$ cat config.mk
export PLATFORM = sky130hd
export DESIGN_NAME = mem_ctrl_flat
export DESIGN_NICKNAME = d
export VERILOG_FILES = /design/src/rtl/mem_ctrl_if.sv /design/src/rtl/mem_ctrl.sv /design/src/flat_wrapper.sv
export SDC_FILE = /design/constraint.sdc
export NUM_CORES = 1
export LEC_CHECK = 0
export ABC_CLOCK_PERIOD_IN_PS = 6000
export BUFFER_PORTS_ARGS = -buffer_cell sky130_fd_sc_hd__buf_2
export CAP_MARGIN = 20
export CORE_MARGIN = 5
export CORE_UTILIZATION = 40
export DETAILED_ROUTE_END_ITERATION = 10
export GPL_TIMING_DRIVEN = 0
export PLACE_DENSITY_LB_ADDON = 0.08
export SLEW_MARGIN = 25
export SYNTH_ARGS = -nofsm -noshare
export SYNTH_HDL_FRONTEND = slang
export SYNTH_SLANG_ARGS = --single-unit
$ cat constraint.sdc
create_clock -name clk -period 6 [get_ports clk]
set_input_delay 0.6 -clock clk [delete_from_list [all_inputs] [get_ports clk]]
set_output_delay 0.6 -clock clk [all_outputs]
set_load 0.05 [all_outputs]
$ cat src/rtl/mem_ctrl_if.sv
// Request, response and byte-wide RAM signals between the cache/LSB side and mem_ctrl.
// master drives requests and RAM read data; slave is the controller.
interface mem_ctrl_if;
    logic        rdy;
    logic        jump_wrong;
    logic        IC_inst_flag_in;
    logic [31:0] IC_PC_in;
    logic        IC_inst_flag_out;
    logic [31:0] IC_inst_out;
    logic        LSB_flag_in;
    logic        LSB_wr_in;
    logic [2:0]  LSB_len_in;
    logic [31:0] LSB_addr_in;
    logic [31:0] LSB_data_in;
    logic        LSB_flag_out;
    logic [31:0] LSB_data_out;
    logic [7:0]  mem_din;
    logic [7:0]  mem_dout;
    logic [31:0] mem_a;
    logic        mem_wr;
    logic        io_buffer_full;

    modport master (
        output rdy, jump_wrong, IC_inst_flag_in, IC_PC_in,
        output LSB_flag_in, LSB_wr_in, LSB_len_in, LSB_addr_in, LSB_data_in,
        output mem_din, io_buffer_full,
        input  IC_inst_flag_out, IC_inst_out, LSB_flag_out, LSB_data_out,
        input  mem_dout, mem_a, mem_wr
    );

    modport slave (
        input  rdy, jump_wrong, IC_inst_flag_in, IC_PC_in,
        input  LSB_flag_in, LSB_wr_in, LSB_len_in, LSB_addr_in, LSB_data_in,
        input  mem_din, io_buffer_full,
        output IC_inst_flag_out, IC_inst_out, LSB_flag_out, LSB_data_out,
        output mem_dout, mem_a, mem_wr
    );
endinterface

$ cat src/rtl/mem_ctrl.sv
// Serialises fetches and 1/2/4-byte loads/stores onto a byte RAM port; reads done n+1 edges
// after accept, stores n edges (+1 per I/O-full hold); rdy=0 freezes everything.
module mem_ctrl (
    input  logic       clk,
    input  logic       rst,
    mem_ctrl_if.slave  bus
);
    typedef enum logic [1:0] {IDLE, IFETCH, LOAD, STORE} state_t;

    state_t      state_q, state_d;
    logic [2:0]  step_q, step_d;
    logic [2:0]  len_q, len_d;
    logic [31:0] addr_q, addr_d;
    logic [31:0] data_q, data_d;
    logic [31:0] asm_q, asm_d;
    logic [31:0] mem_a_q, mem_a_d;
    logic [7:0]  mem_dout_q, mem_dout_d;
    logic        mem_wr_q, mem_wr_d;
    logic        ic_flag_q, ic_flag_d;
    logic [31:0] ic_inst_q, ic_inst_d;
    logic        lsb_flag_q, lsb_flag_d;
    logic [31:0] lsb_data_q, lsb_data_d;

    logic [31:0] byte_addr;
    logic        io_hold;
    logic [1:0]  rd_sel;
    logic [31:0] rd_word;

    assign byte_addr = addr_q + {29'd0, step_q};
    assign io_hold   = bus.io_buffer_full && (byte_addr[17:16] == 2'b11);
    // RAM data lags the address by one edge, so the byte landing now belongs to step-2
    assign rd_sel    = step_q[1:0] - 2'd2;

    always_comb begin
        rd_word = asm_q;
        rd_word[{rd_sel, 3'b000} +: 8] = bus.mem_din;
    end

    always_comb begin
        state_d    = state_q;
        step_d     = step_q;
        len_d      = len_q;
        addr_d     = addr_q;
        data_d     = data_q;
        asm_d      = asm_q;
        mem_a_d    = mem_a_q;
        mem_dout_d = mem_dout_q;
        mem_wr_d   = 1'b0;
        ic_flag_d  = 1'b0;
        ic_inst_d  = ic_inst_q;
        lsb_flag_d = 1'b0;
        lsb_data_d = lsb_data_q;

        case (state_q)
            IDLE: begin
                if (bus.LSB_flag_in && (bus.LSB_wr_in || !bus.jump_wrong)) begin
                    addr_d  = bus.LSB_addr_in;
                    len_d   = bus.LSB_len_in;
                    data_d  = bus.LSB_data_in;
                    asm_d   = 32'd0;
                    mem_a_d = bus.LSB_addr_in;
                    if (bus.LSB_wr_in) begin
                        state_d = STORE;
                        if (bus.io_buffer_full && (bus.LSB_addr_in[17:16] == 2'b11)) begin
                            step_d = 3'd0;
                        end else begin
                            mem_dout_d = bus.LSB_data_in[7:0];
                            mem_wr_d   = 1'b1;
                            step_d     = 3'd1;
                        end
                    end else begin
                        state_d = LOAD;
                        step_d  = 3'd1;
                    end
                end else if (bus.IC_inst_flag_in && !bus.jump_wrong) begin
                    state_d = IFETCH;
                    addr_d  = bus.IC_PC_in;
                    len_d   = 3'd4;
                    asm_d   = 32'd0;
                    mem_a_d = bus.IC_PC_in;
                    step_d  = 3'd1;
                end
            end
            IFETCH, LOAD: begin
                if (bus.jump_wrong) begin
                    state_d = IDLE;
                    step_d  = 3'd0;
                    mem_a_d = 32'd0;
                end else begin
                    if (step_q < len_q) mem_a_d = byte_addr;
                    if (step_q >= 3'd2) asm_d = rd_word;
                    if (step_q == len_q + 3'd1) begin
                        state_d = IDLE;
                        step_d  = 3'd0;
                        if (state_q == IFETCH) begin
                            ic_flag_d = 1'b1;
                            ic_inst_d = rd_word;
                        end else begin
                            lsb_flag_d = 1'b1;
                            lsb_data_d = rd_word;
                        end
                    end else begin
                        step_d = step_q + 3'd1;
                    end
                end
            end
            STORE: begin
                if (step_q == len_q) begin
                    state_d    = IDLE;
                    step_d     = 3'd0;
                    mem_a_d    = 32'd0;
                    lsb_flag_d = 1'b1;
                end else begin
                    mem_a_d = byte_addr;
                    if (!io_hold) begin
                        mem_dout_d = data_q[{step_q[1:0], 3'b000} +: 8];
                        mem_wr_d   = 1'b1;
                        step_d     = step_q + 3'd1;
                    end
                end
            end
            default: begin
                state_d = IDLE;
                step_d  = 3'd0;
            end
        endcase
    end

    always_ff @(posedge clk or posedge rst) begin
        if (rst) begin
            state_q    <= IDLE;
            step_q     <= 3'd0;
            len_q      <= 3'd0;
            addr_q     <= 32'd0;
            data_q     <= 32'd0;
            asm_q      <= 32'd0;
            mem_a_q    <= 32'd0;
            mem_dout_q <= 8'd0;
            mem_wr_q   <= 1'b0;
            ic_flag_q  <= 1'b0;
            ic_inst_q  <= 32'd0;
            lsb_flag_q <= 1'b0;
            lsb_data_q <= 32'd0;
        end else if (bus.rdy) begin
            state_q    <= state_d;
            step_q     <= step_d;
            len_q      <= len_d;
            addr_q     <= addr_d;
            data_q     <= data_d;
            asm_q      <= asm_d;
            mem_a_q    <= mem_a_d;
            mem_dout_q <= mem_dout_d;
            mem_wr_q   <= mem_wr_d;
            ic_flag_q  <= ic_flag_d;
            ic_inst_q  <= ic_inst_d;
            lsb_flag_q <= lsb_flag_d;
            lsb_data_q <= lsb_data_d;
        end
    end

    assign bus.mem_a            = mem_a_q;
    assign bus.mem_dout         = mem_dout_q;
    assign bus.mem_wr           = mem_wr_q;
    assign bus.IC_inst_flag_out = ic_flag_q;
    assign bus.IC_inst_out      = ic_inst_q;
    assign bus.LSB_flag_out     = lsb_flag_q;
    assign bus.LSB_data_out     = lsb_data_q;
endmodule
$ cat src/flat_wrapper.sv
// flat-port wrapper written by rule: the top's interface ports become plain ports
module mem_ctrl_flat 
  (clk, rst, bus_rdy, bus_jump_wrong, bus_IC_inst_flag_in, bus_IC_PC_in, bus_LSB_flag_in, bus_LSB_wr_in, bus_LSB_len_in, bus_LSB_addr_in, bus_LSB_data_in, bus_mem_din, bus_io_buffer_full, bus_IC_inst_flag_out, bus_IC_inst_out, bus_LSB_flag_out, bus_LSB_data_out, bus_mem_dout, bus_mem_a, bus_mem_wr);
  mem_ctrl_if bus_i ();
  input  logic clk;
  input  logic rst;
  input wire logic [$bits(bus_i.rdy)-1:0] bus_rdy;
  input wire logic [$bits(bus_i.jump_wrong)-1:0] bus_jump_wrong;
  input wire logic [$bits(bus_i.IC_inst_flag_in)-1:0] bus_IC_inst_flag_in;
  input wire logic [$bits(bus_i.IC_PC_in)-1:0] bus_IC_PC_in;
  input wire logic [$bits(bus_i.LSB_flag_in)-1:0] bus_LSB_flag_in;
  input wire logic [$bits(bus_i.LSB_wr_in)-1:0] bus_LSB_wr_in;
  input wire logic [$bits(bus_i.LSB_len_in)-1:0] bus_LSB_len_in;
  input wire logic [$bits(bus_i.LSB_addr_in)-1:0] bus_LSB_addr_in;
  input wire logic [$bits(bus_i.LSB_data_in)-1:0] bus_LSB_data_in;
  input wire logic [$bits(bus_i.mem_din)-1:0] bus_mem_din;
  input wire logic [$bits(bus_i.io_buffer_full)-1:0] bus_io_buffer_full;
  output wire logic [$bits(bus_i.IC_inst_flag_out)-1:0] bus_IC_inst_flag_out;
  output wire logic [$bits(bus_i.IC_inst_out)-1:0] bus_IC_inst_out;
  output wire logic [$bits(bus_i.LSB_flag_out)-1:0] bus_LSB_flag_out;
  output wire logic [$bits(bus_i.LSB_data_out)-1:0] bus_LSB_data_out;
  output wire logic [$bits(bus_i.mem_dout)-1:0] bus_mem_dout;
  output wire logic [$bits(bus_i.mem_a)-1:0] bus_mem_a;
  output wire logic [$bits(bus_i.mem_wr)-1:0] bus_mem_wr;
  assign bus_i.rdy = bus_rdy;
  assign bus_i.jump_wrong = bus_jump_wrong;
  assign bus_i.IC_inst_flag_in = bus_IC_inst_flag_in;
  assign bus_i.IC_PC_in = bus_IC_PC_in;
  assign bus_i.LSB_flag_in = bus_LSB_flag_in;
  assign bus_i.LSB_wr_in = bus_LSB_wr_in;
  assign bus_i.LSB_len_in = bus_LSB_len_in;
  assign bus_i.LSB_addr_in = bus_LSB_addr_in;
  assign bus_i.LSB_data_in = bus_LSB_data_in;
  assign bus_i.mem_din = bus_mem_din;
  assign bus_i.io_buffer_full = bus_io_buffer_full;
  assign bus_IC_inst_flag_out = bus_i.IC_inst_flag_out;
  assign bus_IC_inst_out = bus_i.IC_inst_out;
  assign bus_LSB_flag_out = bus_i.LSB_flag_out;
  assign bus_LSB_data_out = bus_i.LSB_data_out;
  assign bus_mem_dout = bus_i.mem_dout;
  assign bus_mem_a = bus_i.mem_a;
  assign bus_mem_wr = bus_i.mem_wr;
  mem_ctrl u_core (.clk(clk), .rst(rst), .bus(bus_i));
endmodule
==> results.yml, run 1 <==
run_status:
  status: "complete, no violations"
setup_path:
  critPathRequiredTime_ns: 6.43
  crit_chain: "clkbuf_1 -> inv_1 -> fa_1 -> nor2b_1 -> o2111ai_2 -> o21a_1 -> o221a_1 -> buf_6 -> a21oi_1 -> mux2i_1"
  worstSetupPathType: "register to register"
  crit_path_end_kind: "register"
  r2r_cells: 10
  critPathTopFamily: "compound AO/OA/AOI/OAI gates"
  crit_path_top_delay_cell: "clkbuf_1"
  start_kind: "register"
  crit_buf_inv: 3
  cp-startpoint: "u_core.step_q[1]$_DFFE_PP0P_"
  cp.arrival_ns: 4.28
  r2r_start: "u_core.step_q[1]$_DFFE_PP0P_"
  slowest_delay_ns: 0.61
  path_depth: 10
  cp_max_fo: 10
sta:
  slew_violations: 0
  rsz0062_at_grt: "no"
  fin_tns_setup_ns: 0
  fin_crit_ns: 3.85
  setup_ws_ns: 2.15
  max_slew_margin: 0.346
  fmax_mhz: 260
  tightestPinTransition_ns: 0.980
  finalSetupViolCount: 0
  hold_violations: 0
  post-route-period-util: 0.641
  clock_skew_ns: 0.0192
run:
  maxCapViolations: 0
cts:
  cts_max_level: 1
  cts_setup_buffers: 0
  cts_tree: "built"
  clk_pin_slew_ns: 0.06
  numCtsBuffers: 24
  clock_latency_ns: 0.52
  cts.repair.resized: 0
  cts_sinks: 211
  cts_hold_buf: 0
  cts-root-buf: "clkbuf_16"
  max-clock-path-buffers: 3
layout:
  multiInputGateArea_um2: 4510
  utilization: 0.501
  final_common_cell: "buf_2"
  regArea_um2: 5280
  layout-drive-gt1-share: 0.304
  finalNetCount: 1333
  final_cell_mix: "217 x buf_2, 211 x dfrtp_1, 99 x nor2_1"
  num-fill-cells: 2439
  syn_to_final_growth_pct: 23.9
logic_synthesis:
  ys_async_sr_fraction: 1.00
  yosys_most_used_dff: "dfrtp_1"
  yosys_warnings: 0
  yosys.area.top_type: "dfrtp_1"
  synth_cell_types: 54
  syn_area_um2: 10100
  ys_seq_area_frac: 0.521
  netlist_instances: 951
  ys_top_cells_by_area: "dfrtp_1 52%, mux2_2 9.6%, a21oi_1 3.9%"
  syn_avg_cell_area_um2: 10.7
  synth.net_count: 1085
  synth_edf_count: 0
  ys_ff_latch: 211
  netlist.area_leader.share: 0.521
die:
  die_y_um: 169
  die_area_um2: 28600
  start_util: 0.405
  die_w_um: 169
  core-area_um2: 25000
  rows: 58
  ios: 222
global_route:
  overflow: 0
  antenna_found_initial: 1
  grt_pass1_vias: 8353
  grt_usage: 0.200
  grt_max_degree: 32
  grt_pass1_wl_um: 46200
detailed_routing:
  wl_per_cell_um: 18.8
  vias: 8097
  drt-initial-drc-count: 486
  drc: 0
  first_pass_iters: 4
  drtAntennaViolNets: 0
  wl_um: 29000
  vias_per_cell: 5.23
power_and_ir_drop:
  p_leak_nw: 5.89
  power.density_nw_per_um2: 532
  ir_worst_vdd_uv: 329
hold_path:
  min_path_type: "primary input to asynchronous set/reset pin"
placement:
  dp_slack_ns: 2.12
  routabilityCongestion: 0.818
  dpl.hpwl_um: 21600
  io_buffers: 214
## where the power goes
part / switching [mW] / internal (mW)
clock: 0.590 / 0.799
sequential: 0.379 / 1.96
combinational: 1.98 / 0.964
total: 2.95 / 3.72
## synth_stat cells, types with 16 or more instances
cell type,n
a21oi_1,78
a221oi_1,22
a22o_1,34
clkbuf_1,38
dfrtp_1,211
ha_1,18
inv_1,30
mux2_2,86
nand2_1,67
nor2_1,99
nor2b_1,34
nor3_1,20
o21ai_0,44
xnor2_1,16
## through the flow
step                area (µm²)  hold slack, ns  instances  total power, mW
global route             12500          0.0359       1546             7.08
CTS                      12500          0.0238       1546             6.74
floorplan                10100           0.458        951             4.49
detailed placement       11800           0.466       1503             5.32
finish                   12600          0.0412       1547             6.67
global placement         11600           0.457       1495             5.26
## layout make-up
| type | count | area share |
|---|---|---|
| Antenna cell | 1 | 0.000199 |
| Buffer | 58 | 0.0189 |
| Clock buffer | 34 | 0.0548 |
| Clock inverter | 9 | 0.00469 |
| Inverter | 30 | 0.00927 |
| Multi-Input combinational cell | 652 | 0.359 |
| Sequential cell | 211 | 0.421 |
| Tap cell | 330 | 0.0329 |
| Timing Repair Buffer | 222 | 0.0993 |
## path summary, 6_finish.rpt
kind | end | slack [ns]
max | u_core.step_q[1]$_DFFE_PP0P_ | 2.15
max reg2reg | u_core.step_q[1]$_DFFE_PP0P_ | 2.15
min | u_core.asm_q[8]$_DFFE_PP0P_ | 0.04
min in group clk | u_core.len_q[0]$_DFFE_PP0P_ | 0.31
max in group asynchronous | u_core.bus.mem_a[6]$_DFFE_PP0P_ | 5.05
min reg2reg | u_core.bus.LSB_data_out[29]$_DFFE_PP0P_ | 0.47
## flip-flops by register name (all words and copies together), names as in the netlist
| name | flops |
|---|---|
| u_core.bus.LSB_data_out | 32 |
| u_core.addr_q | 32 |
| u_core.bus.IC_inst_flag_out | 1 |
| u_core.data_q | 32 |
| u_core.bus.IC_inst_out | 32 |
| u_core.step_q | 3 |
| u_core.bus.mem_wr | 1 |
| u_core.bus.mem_a | 32 |
| u_core.bus.mem_dout | 8 |
| u_core.len_q | 3 |
| u_core.state_q | 2 |
| u_core.bus.LSB_flag_out | 1 |
| u_core.asm_q | 32 |
## layer usage
| metal | global-route usage | wire length (µm) |
|---|---|---|
| met3 | 0.0354 | 1620 |
| met4 | 0.0448 | 548 |
| met2 | 0.337 | 13800 |
| met1 | 0.272 | 13000 |
| met5 | 0 | 7 |
## logic make-up (layout without fill, tap and decap cells)
family,Yosys count,count (layout),share of synthesized area
XOR/XNOR,30,30,0.0259
AND/OR/NAND/NOR,275,275,0.129
AO/OA/AOI/OAI,229,229,0.147
adder cells (fa/ha/maj),19,19,0.0242
multiplexers,99,99,0.118
other,0,1,0
flip-flops,211,211,0.521
buffers and inverters,88,353,0.0346
(Power assumes the default switching activity.)
==> run 2, diff against run 1 <==
ABC_CLOCK_PERIOD_IN_PS = 3900   (was 6000)
clock period = 3.9 ns   (was 6 ns; I/O delays follow)
==> results.yml, run 2 (same netlist as run 1, synthesis figures left out) <==
run_status:
  status: "complete, no violations"
detailed_routing:
  vias_per_cell: 5.21
  drt-initial-drc-count: 440
  vias: 8062
  wl_per_cell_um: 18.7
  drc: 0
  first_pass_iters: 4
  wl_um: 29000
  drtAntennaViolNets: 0
cts:
  max-clock-path-buffers: 3
  cts_sinks: 211
  cts_max_level: 1
  cts-root-buf: "clkbuf_16"
  cts_tree: "built"
  clk_pin_slew_ns: 0.06
  numCtsBuffers: 24
  clock_latency_ns: 0.52
die:
  rows: 58
  start_util: 0.405
  die_y_um: 169
  die_area_um2: 28600
  ios: 222
  die_w_um: 169
  core-area_um2: 25000
sta:
  setup_ws_ns: 0.414
  whs_ns: 0.0937
  post-route-period-util: 0.894
  fin_crit_ns: 3.49
  finalSetupViolCount: 0
  hold_violations: 0
  clock_skew_ns: 0.0192
  tightestPinTransition_ns: 0.990
  fmax_mhz: 287
  slew_violations: 0
  max_slew_margin: 0.340
  rsz0062_at_grt: "no"
global_route:
  overflow: 0
  antenna_found_initial: 1
  grt_pass1_vias: 8356
  grt_max_degree: 32
  grt_usage: 0.200
  grt_pass1_wl_um: 46200
layout:
  multiInputGateArea_um2: 4510
  final_common_cell: "buf_2"
  utilization: 0.502
  finalNetCount: 1334
  num-fill-cells: 2438
  fin_cells: 1548
  layout-drive-gt1-share: 0.305
  final_design_area_no_fill_um2: 12600
  final_cell_mix: "217 x buf_2, 211 x dfrtp_1, 99 x nor2_1"
  regArea_um2: 5280
  syn_to_final_growth_pct: 24.0
hold_path:
  min_path_type: "primary input to register"
  holdPathStages: 2
  min_from: "bus_LSB_data_in[21]"
  min_delay_worst_endpoint: "u_core.data_q[21]$_DFFE_PP0P_"
run:
  maxCapViolations: 0
power_and_ir_drop:
  p_leak_nw: 5.90
  power.density_nw_per_um2: 817
  ir_worst_vdd_uv: 506
setup_path:
  cp_max_fo: 10
  start_kind: "register"
  critPathRequiredTime_ns: 4.34
  r2r_start: "u_core.step_q[1]$_DFFE_PP0P_"
  r2r-end: "u_core.step_q[1]$_DFFE_PP0P_"
  cp.arrival_ns: 3.92
  crit_path_end_kind: "register"
  worstSetupPathType: "register to register"
  reg2reg_slack_ns: 0.41
  r2r_cells: 10
placement:
  placed_area_um2: 11800
  dp_slack_ns: 0.0219
  routabilityCongestion: 0.818
  placedCellCount: 1503
  dpl.hpwl_um: 21600
  io_buffers: 214
run 2: changes by cell type in the layout (fill, tap and decap cells not counted), sizes merged:
cell / change
dlygate4sd3: +1
run 2: worst max path at each step:
stage | endpoint | slack (ns) | cells after the start | from
2_1_floorplan | u_core.addr_q[0]$_DFFE_PP0P_ | 0.77 | 1 | rst
3_3_place_gp | u_core.bus.mem_a[19]$_DFFE_PP0P_ | -0.77 | 2 | rst
3_5_place_dp | u_core.step_q[2]$_DFFE_PP0P_ | 0.02 | 10 | u_core.step_q[1]$_DFFE_PP0P_
4_1_cts | u_core.step_q[1]$_DFFE_PP0P_ | 0.009 | 10 | u_core.step_q[1]$_DFFE_PP0P_
5_1_grt | u_core.step_q[1]$_DFFE_PP0P_ | 0.14 | 10 | u_core.step_q[1]$_DFFE_PP0P_
6_report | u_core.step_q[1]$_DFFE_PP0P_ | 0.41 | 10 | u_core.step_q[1]$_DFFE_PP0P_
run 2: repair_timing:
item,4_1_cts,5_1_grt
setup buffers,0,0
hold endpoints to repair,9,0
resized for setup,0,2
endpoints found under the setup margin,0,8
hold buffers,1,0
run 2: report_power, final:
group / leakage, nW / switching [mW] / internal [mW]
logic: 2.85 / 3.05 / 1.49
registers: 2.68 / 0.584 / 3.01
clock network: 0.372 / 0.910 / 1.23
run 2: cell type report:
class                   count  share of cell area
flip-flops and latches    211               0.420
inverters                  30             0.00926
well taps                 330              0.0329
clock inverters             9             0.00468
multi-input cells         652               0.359
diodes                      1            0.000199
clock buffers              34              0.0548
plain buffers              58              0.0190
repair buffers            223               0.100
run 2: routing by layer:
layer  global-route usage  vias up  routed length [µm]
met4               0.0448        2                 548
li1                     -     3888                   -
met2                0.337      191               13800
met3               0.0354       38                1600
met1                0.272     3943               13000
met5                    0        -                   7
run 2: worst max-delay path: stages (launching register included):
cell and delay [ns]:
dfrtp_1 0.54, clkbuf_2 0.38, inv_1 0.19, fa_1 0.46, nor2b_1 0.25, o2111ai_2 0.30
o21a_1 0.28, o221a_1 0.29, buf_6 0.16, a21oi_1 0.32, mux2i_1 0.24
run 2: metrics by stage:
| stage | total power, mW | setup TNS [ns] |
|---|---|---|
| 2_1_floorplan | 6.91 | 0 |
| 3_3_place_gp | 8.10 | -156.91 |
| 3_5_place_dp | 8.18 | 0 |
| 4_1_cts | 10.4 | 0 |
| 5_1_grt | 10.9 | 0 |
| 6_report | 10.3 | 0 |
==> run 3, diff against run 2 <==
ABC_CLOCK_PERIOD_IN_PS = 3200   (was 3900)
clock period = 3.2 ns   (was 3.9 ns; I/O delays follow)
==> results.yml, run 3 (same netlist as run 1, synthesis figures left out) <==
run_status:
  status: "complete, no violations"
layout:
  layout-drive-gt1-share: 0.310
  n_antenna_cell: 0
  final_cell_mix: "217 x buf_2, 210 x dfrtp_1, 99 x nor2_1"
  num-fill-cells: 2439
  final_common_cell: "buf_2"
  syn_to_final_growth_pct: 24.6
  final_design_area_no_fill_um2: 12600
  utilization: 0.504
  finalNetCount: 1337
sta:
  setup_ws_ns: 0.154
  max_slew_margin: 0.363
  fin_tns_setup_ns: 0
  fin_crit_ns: 3.05
  rsz0062_at_grt: "no"
  fmax_mhz: 328
  finalSetupViolCount: 0
  hold_violations: 0
  tightestPinTransition_ns: 0.949
  slew_violations: 0
  post-route-period-util: 0.952
  clock_skew_ns: 0.0178
setup_path:
  r2r_cells: 10
  critPathRequiredTime_ns: 3.61
  start_kind: "register"
  crit_path_end_kind: "register"
  worstSetupPathType: "register to register"
  cp.arrival_ns: 3.46
  cp_max_fo: 10
detailed_routing:
  vias: 8153
  vias_per_cell: 5.26
  drtAntennaViolNets: 0
  drt-initial-drc-count: 444
  drc: 0
  wl_per_cell_um: 18.7
  wl_um: 29000
  first_pass_iters: 4
die:
  ios: 222
  die_area_um2: 28600
  die_y_um: 169
  start_util: 0.405
  core-area_um2: 25000
  die_w_um: 169
  rows: 58
cts:
  cts-root-buf: "clkbuf_16"
  max-clock-path-buffers: 3
  numCtsBuffers: 24
  clk_pin_slew_ns: 0.06
  cts_tree: "built"
  clock_latency_ns: 0.52
  cts_max_level: 1
  cts_sinks: 211
power_and_ir_drop:
  p_leak_nw: 5.91
  power.density_nw_per_um2: 995
  power_mw: 12.6
  ir_worst_vdd_uv: 620
global_route:
  overflow: 0
  antenna_found_initial: 1
  grt_max_degree: 32
  grt_pass1_vias: 8373
  grt_usage: 0.200
  grt_pass1_wl_um: 46200
hold_path:
  holdPathStages: 2
  min_path_type: "primary input to register"
run:
  maxCapViolations: 0
placement:
  dp_slack_ns: -0.678
  dpl.hpwl_um: 21600
  placed_area_um2: 11800
  routabilityCongestion: 0.818
  io_buffers: 214
run 3: routing by layer:
metal	global-route usage	vias to the layer above	share of wire	wire length, µm
li1	-	3900	-	-
met1	0.272	4016	0.45	13100
met4	0.0448	2	0.020	592
met2	0.338	194	0.47	13800
met3	0.0345	41	0.054	1560
met5	0	-	0.00024	7
run 3: final timing paths:
kind                                                         start                                      end  slack [ns]
setup / recovery                      u_core.step_q[1]$_DFFE_PP0P_             u_core.step_q[2]$_DFFE_PP0P_        0.15
hold / removal                                 bus_LSB_data_in[21]            u_core.data_q[21]$_DFFE_PP0P_        0.03
setup reg to reg                      u_core.step_q[1]$_DFFE_PP0P_             u_core.step_q[2]$_DFFE_PP0P_        0.15
hold reg to reg            u_core.bus.LSB_data_out[29]$_DFFE_PP0P_  u_core.bus.LSB_data_out[29]$_DFFE_PP0P_        0.47
max in group asynchronous                                      rst          u_core.bus.mem_a[6]$_DFFE_PP0P_        1.98
min in group asynchronous                                      rst              u_core.asm_q[8]$_DFFE_PP0P_        0.32
run 3: what timing repair did:
action / 4_1_cts / 5_1_grt
setup buffers: 0 / 2
pin swaps: 0 / 1
setup endpoints to repair: 70 / 30
hold buffers: 2 / 0
resized for setup: 7 / 5
endpoints found under the hold margin: 10 / 0
run 3: where the power goes:
| part | switching (mW) | internal (mW) |
|---|---|---|
| Sequential | 0.712 | 3.67 |
| Clock | 1.11 | 1.50 |
| Combinational | 3.74 | 1.83 |
| Total | 5.56 | 7.00 |
run 3: cell type report:
type | count | area [µm²] | area share
buffer | 58 | 245 | 0.0194
sequential | 211 | 5280 | 0.418
tap | 330 | 413 | 0.0327
inverter | 30 | 116 | 0.00922
clock buffer | 34 | 688 | 0.0545
multi-input combinational | 652 | 4540 | 0.360
timing repair buffer | 226 | 1280 | 0.101
clock inverter | 9 | 58.8 | 0.00466
run 3: metrics by stage:
stage / hold slack (ns) / std cells
floorplan: 0.458 / 951
global placement: 0.457 / 1495
detailed placement: 0.306 / 1503
CTS: 0.00138 / 1548
global route: 0.00142 / 1550
finish: 0.0256 / 1550
run 3: critical path: stages, from the launching register on:
cell	delay [ns]
dfrtp_2	0.49
buf_6	0.21
inv_1	0.13
fa_1	0.48
nor2b_4	0.18
o2111ai_4	0.21
o21a_1	0.25
o221a_1	0.28
buf_6	0.16
a221o_1	0.34
a32o_1	0.19
